<file path="config.mk">
export PLATFORM = sky130hd
export DESIGN_NAME = decode_issue_ctrl
export DESIGN_NICKNAME = d
export VERILOG_FILES = /design/src/rtl/decode_issue_ctrl.sv
export SDC_FILE = /design/constraint.sdc
export NUM_CORES = 1
export LEC_CHECK = 0
export CAP_MARGIN = 20
export CELL_PAD_IN_SITES_DETAIL_PLACEMENT = 1
export CELL_PAD_IN_SITES_GLOBAL_PLACEMENT = 2
export CORE_UTILIZATION = 33
export DETAILED_ROUTE_END_ITERATION = 7
export PLACE_DENSITY_LB_ADDON = 0.1
export SLEW_MARGIN = 20
export SYNTH_ARGS = -nofsm -noshare
export SYNTH_HDL_FRONTEND = slang
export SYNTH_SLANG_ARGS = --single-unit
</file>
<file path="constraint.sdc">
create_clock -name clock -period 7.15 [get_ports clock]
set_input_delay 1.43 -clock clock [delete_from_list [all_inputs] [get_ports clock]]
set_output_delay 1.43 -clock clock [all_outputs]
set_load 0.02 [all_outputs]
</file>
<file path="src/rtl/decode_issue_ctrl.sv">
// decode_issue_ctrl: issue stage between fetch and execute.
// Buffers fetched {instr, pc} pairs in a DEPTH-entry FIFO and decodes the head
// entry combinationally. The head is offered to execute over out_valid/out_ready.
// Multiply/divide heads are held until the shared multdiv unit reports md_done.
// flush squashes all in-flight state; reset has the same effect.
//
// Ports:
//   clock, reset        rising-edge clock, synchronous active-high reset
//   flush               taken-branch squash (empties FIFO, FSM back to RUN)
//   in_valid/in_ready   fetch handshake; in_instr, in_pc payload
//   out_valid/out_ready execute handshake; out_instr, out_pc head payload
//   out_opcode/rd/rs/rt decoded register/opcode fields of the head
//   out_imm             head immediate (sign-extended from bit 16)
//   md_start, md_done   one-cycle start pulse / completion from multdiv
//
// Optional feature: define DECODE_TARGET_EN to zero-extend the 27-bit jump
// target into out_imm for j, jal, setx and bex.
module decode_issue_ctrl #(
  parameter int unsigned DEPTH = 2
) (
  input  logic        clock,
  input  logic        reset,
  input  logic        flush,
  input  logic        in_valid,
  output logic        in_ready,
  input  logic [31:0] in_instr,
  input  logic [31:0] in_pc,
  output logic        out_valid,
  input  logic        out_ready,
  output logic [31:0] out_instr,
  output logic [31:0] out_pc,
  output logic [4:0]  out_opcode,
  output logic [4:0]  out_rd,
  output logic [4:0]  out_rs,
  output logic [4:0]  out_rt,
  output logic [31:0] out_imm,
  output logic        md_start,
  input  logic        md_done
);

  localparam int unsigned PW = (DEPTH > 1) ? $clog2(DEPTH) : 1;
  localparam int unsigned CW = $clog2(DEPTH + 1);

  localparam logic [1:0] S_RUN      = 2'd0;
  localparam logic [1:0] S_MD_START = 2'd1;
  localparam logic [1:0] S_MD_WAIT  = 2'd2;
  localparam logic [1:0] S_MD_ISSUE = 2'd3;

  logic [31:0]   instr_mem [DEPTH];
  logic [31:0]   pc_mem    [DEPTH];
  logic [PW-1:0] wr_ptr;
  logic [PW-1:0] rd_ptr;
  logic [CW-1:0] count;
  logic [1:0]    state;
  logic [1:0]    state_nxt;

  logic          push;
  logic          pop;
  logic          not_empty;
  logic          head_md;
  logic [31:0]   head;
  logic [31:0]   sext_imm;

  // FIFO occupancy and handshakes; flush blocks both push and pop
  assign not_empty = (count != '0);
  assign in_ready  = (count < CW'(DEPTH));
  assign push      = in_valid & in_ready & ~flush;
  assign pop       = out_valid & out_ready & ~flush;

  // Storage is not reset; only pointers and count define what is valid
  always_ff @(posedge clock) begin
    if (push) begin
      instr_mem[wr_ptr] <= in_instr;
      pc_mem[wr_ptr]    <= in_pc;
    end
  end

  // Pointers wrap naturally because DEPTH is a power of two
  always_ff @(posedge clock) begin
    if (reset || flush) begin
      wr_ptr <= '0;
      rd_ptr <= '0;
      count  <= '0;
    end else begin
      if (push) wr_ptr <= wr_ptr + PW'(1);
      if (pop)  rd_ptr <= rd_ptr + PW'(1);
      case ({push, pop})
        2'b10:   count <= count + CW'(1);
        2'b01:   count <= count - CW'(1);
        default: count <= count;
      endcase
    end
  end

  // Head decode
  assign head       = instr_mem[rd_ptr];
  assign out_instr  = head;
  assign out_pc     = pc_mem[rd_ptr];
  assign out_opcode = head[31:27];
  assign out_rd     = head[26:22];
  assign out_rs     = head[21:17];
  assign out_rt     = head[16:12];
  assign sext_imm   = {{15{head[16]}}, head[16:0]};

  // ALU-class opcode 0 with func 00110 (mul) or 00111 (div)
  assign head_md = (head[31:27] == 5'b00000) && (head[6:3] == 4'b0011);

`ifdef DECODE_TARGET_EN
  // Jump-style opcodes carry a 27-bit target instead of an immediate
  always_comb begin
    out_imm = sext_imm;
    if (head[31:27] == 5'b00001 || head[31:27] == 5'b00011 ||
        head[31:27] == 5'b10101 || head[31:27] == 5'b10110) begin
      out_imm = {5'b00000, head[26:0]};
    end
  end
`else
  assign out_imm = sext_imm;
`endif

  // Issue FSM state register
  always_ff @(posedge clock) begin
    if (reset) state <= S_RUN;
    else       state <= state_nxt;
  end

  // Issue FSM next state and outputs
  always_comb begin
    state_nxt = state;
    out_valid = 1'b0;
    md_start  = 1'b0;
    case (state)
      S_RUN: begin
        out_valid = not_empty & ~head_md;
        if (not_empty && head_md) state_nxt = S_MD_START;
      end
      S_MD_START: begin
        md_start  = 1'b1;
        state_nxt = S_MD_WAIT;
      end
      S_MD_WAIT: begin
        if (md_done) state_nxt = S_MD_ISSUE;
      end
      S_MD_ISSUE: begin
        // Only a flush can empty the FIFO here, and flush also leaves this state
        out_valid = not_empty;
        if (out_ready) state_nxt = S_RUN;
      end
      default: state_nxt = S_RUN;
    endcase
    if (flush) state_nxt = S_RUN;
  end

endmodule

</file>
==> reports/metrics.cfg <==
[run_status]
status = completed

[global_route]
antenna_found_initial = 0
grt_usage_pct = 13.9
grt_overflow = 0
grt_pass1_vias = 3269
grt_first_pass_wirelength_mm = 18.1
grt_max_degree = 69

[placement]
hpwl_mm = 7.90
dp_worst_setup_slack_ps = 3200
port_buffers = 188
placed_cells = 670
globalplace.congestion = 0.718

[floorplan]
start_util_pct = 33.6
die_h_um = 132
core_um2 = 16500
die_width_um = 132
die_area_um2 = 17400
rows = 47
io_pins = 189

[sta]
tightestPinTransition_ps = 962
slew_violations = 0
setup-tns-final_ps = 0
min_period_ps = 4190
maxSlewHeadroom_pct = 35.8
skew_ps = 6.65
grt_setup_unrepaired = no
hold_viol_final = 0
fin_ws_ps = 2960
finalCritPeriodShare_pct = 58.6
fmax_mhz = 239
finalSetupViolCount = 0

[clock_network]
ctsHoldBuffers = 0
cts_buffers = 17
cts_buffer_depth = 2
clock_latency_ps = 410
cts-root-buf = clkbuf_16
cts_resized = 0
htreeDepth = 4
postCtsSetupRepairBufs = 0
clkSinkCount = 135
tritoncts = built
cts.clk_slew.worst_paths_ps = 50

[setup_path]
rrSetupSlack_ps = 4480
crit_type = reg -> out
reg2reg_depth = 7
critPathBufInv = 1
crit_path_end = out_valid
cp.arrival_ps = 2760
path_depth = 5
crit_chain = and4bb_2, o22ai_2, a21oi_1, nor3_1, clkdlybuf4s50_1
path_max_fanout = 68
slowest_delay_ps = 940
cp_top_family = flip-flops
setup.worst_path.start_class = flip-flop
crit_path_end_kind = output pin
critPathSlowestCell = dfxtp_4
cp.required_ps = 5720
r2r-end = count[1]$_SDFFE_PP0P_

[yosys]
ys_types = 33
ys_seq_area_share_pct = 71.7
syn_nets = 396
synth-edff-count = 128
ys.flop_type = edfxtp_1
ys_top_cells_by_area = edfxtp_1 69%, mux2_2 13%, buf_4 7.0%, dfxtp_1 2.5%, ha_1 1.4%
synthArstFlopShare_pct = 0
synth.top_cell.area_share_pct = 69.2
synth_area_per_cell_um2 = 17.4
ys_ff_latch = 135
yosysTopAreaCell = edfxtp_1
syn_inst = 320
synthesis.area_um2 = 5560
yosysWarnings = 0

[final_layout]
area_growth_syn_to_layout_pct = 41.2
stdcell_count = 699
diodes = 0
fin_nets = 545
final_core_util_pct = 47.5
drive_gt1_share_pct = 20.5

[pwr]
p_per_area_nw_per_um2 = 238
irDropWorstVdd_mv = 0.146
leakage_nw = 2.63

[min_path]
hp-class = reg -> reg

[routing]
drc = 0
ant_nets = 0
drtIter0Drc = 84
avgViaCountPerCell = 4.44
num_vias = 3107
routed_wl_mm = 11.5
wl_per_cell_um = 16.5
drt-pass1-iter-count = 4

[job]
cap_violations = 0

==> worst min-delay path by stage <==
| stage | slack, ps | start | cells after the start | end |
|---|---|---|---|---|
| 2_1_floorplan | 490 | count[1]$_SDFFE_PP0P_ | 2 | count[1]$_SDFFE_PP0P_ |
| 3_5_place_dp | 530 | rd_ptr$_SDFFE_PP0P_ | 2 | flip-flop |
| 3_3_place_gp | 530 | rd_ptr$_SDFFE_PP0P_ | 2 | rd_ptr$_SDFFE_PP0P_ |
| 5_1_grt | 590 | rd_ptr$_SDFFE_PP0P_ | 2 | rd_ptr$_SDFFE_PP0P_ |
| 4_1_cts | 540 | rd_ptr$_SDFFE_PP0P_ | 2 | flip-flop |
| 6_report | 540 | rd_ptr$_SDFFE_PP0P_ | 2 | flip-flop |
==> cell type report <==
cell class,count,area [um^2]
Clock buffer,22,444
Clock inverter,7,81.3
Fill cell,1591,8680
Inverter,5,18.8
Multi-Input combinational cell,120,1140
Sequential cell,135,3990
Tap cell,220,275
Timing Repair Buffer,190,1900
==> layer usage <==
layer / global-route usage, % / vias up / part of all wire (%)
met1: 16.7 / 1520 / 41
met5: 0 / - / 0
met3: 5.65 / 10 / 8.0
li1: - / 1455 / -
met2: 22.1 / 122 / 49
met4: 6.20 / 0 / 1.5
==> cells in the final DEF (no fill, tap or decap), drive strengths merged, types with 3 or more instances in the layout <==
cell and count:
inv 5, a21oi 3, nor2 12, clkinv 5, dfxtp 7, clkbuf 22
clkdlybuf4s50 188, nand2 3, o21ai 4, ha 6, mux2 64, nor3 4
edfxtp 128
==> metrics by stage <==
step | area [um^2] | total power, W | hold WS (ps)
after detailed placement | 7320 | 0.00111 | 532
after floorplan | 5560 | 0.00101 | 492
after global routing | 7840 | 0.00194 | 593
after global placement | 7320 | 0.00110 | 530
final | 7840 | 0.00187 | 542
after CTS | 7840 | 0.00190 | 542
==> registers in the layout (all words and copies together) (netlist names), named ones only <==
register and count:
count 2, instr_mem 64, pc_mem 64, state 2, rd_ptr 1, wr_ptr 1
==> tightest hold or removal path, delay by kind of cell (launching register included) <==
kind | cells | cell delay (ps)
compound gates | 1 | 80
flops | 1 | 330
simple gates | 1 | 80
==> where the power goes <==
group	leakage (nW)	internal (W)	switching, W
registers	1.23	0.000890	0.00000765
clock network	0.256	0.000501	0.000282
logic	1.14	0.000102	0.0000871
==> cell usage after synthesis (2+ instances only) <==
| cell type | number |
|---|---|
| a21oi_1 | 3 |
| buf_2 | 6 |
| buf_4 | 52 |
| clkbuf_1 | 2 |
| dfxtp_1 | 7 |
| edfxtp_1 | 128 |
| ha_1 | 6 |
| inv_1 | 5 |
| mux2_2 | 64 |
| nand2_1 | 3 |
| nand2b_1 | 2 |
| nor2_1 | 12 |
| nor3_1 | 4 |
| o21ai_0 | 4 |
| o311ai_1 | 2 |
| or2_2 | 2 |
| xnor2_1 | 2 |
==> logic make-up after synthesis <==
family	Yosys count	synth area share, %
AOI/OAI and AO/OA	14	1.82
xor gates and xnor gates	3	0.473
adders and majority gates	6	1.35
buffers and inverters	65	8.04
DFF	135	71.7
muxes	64	13.0
and+or+nand+nor	33	3.63
No activity file was read; power rests on OpenSTA's default activity.
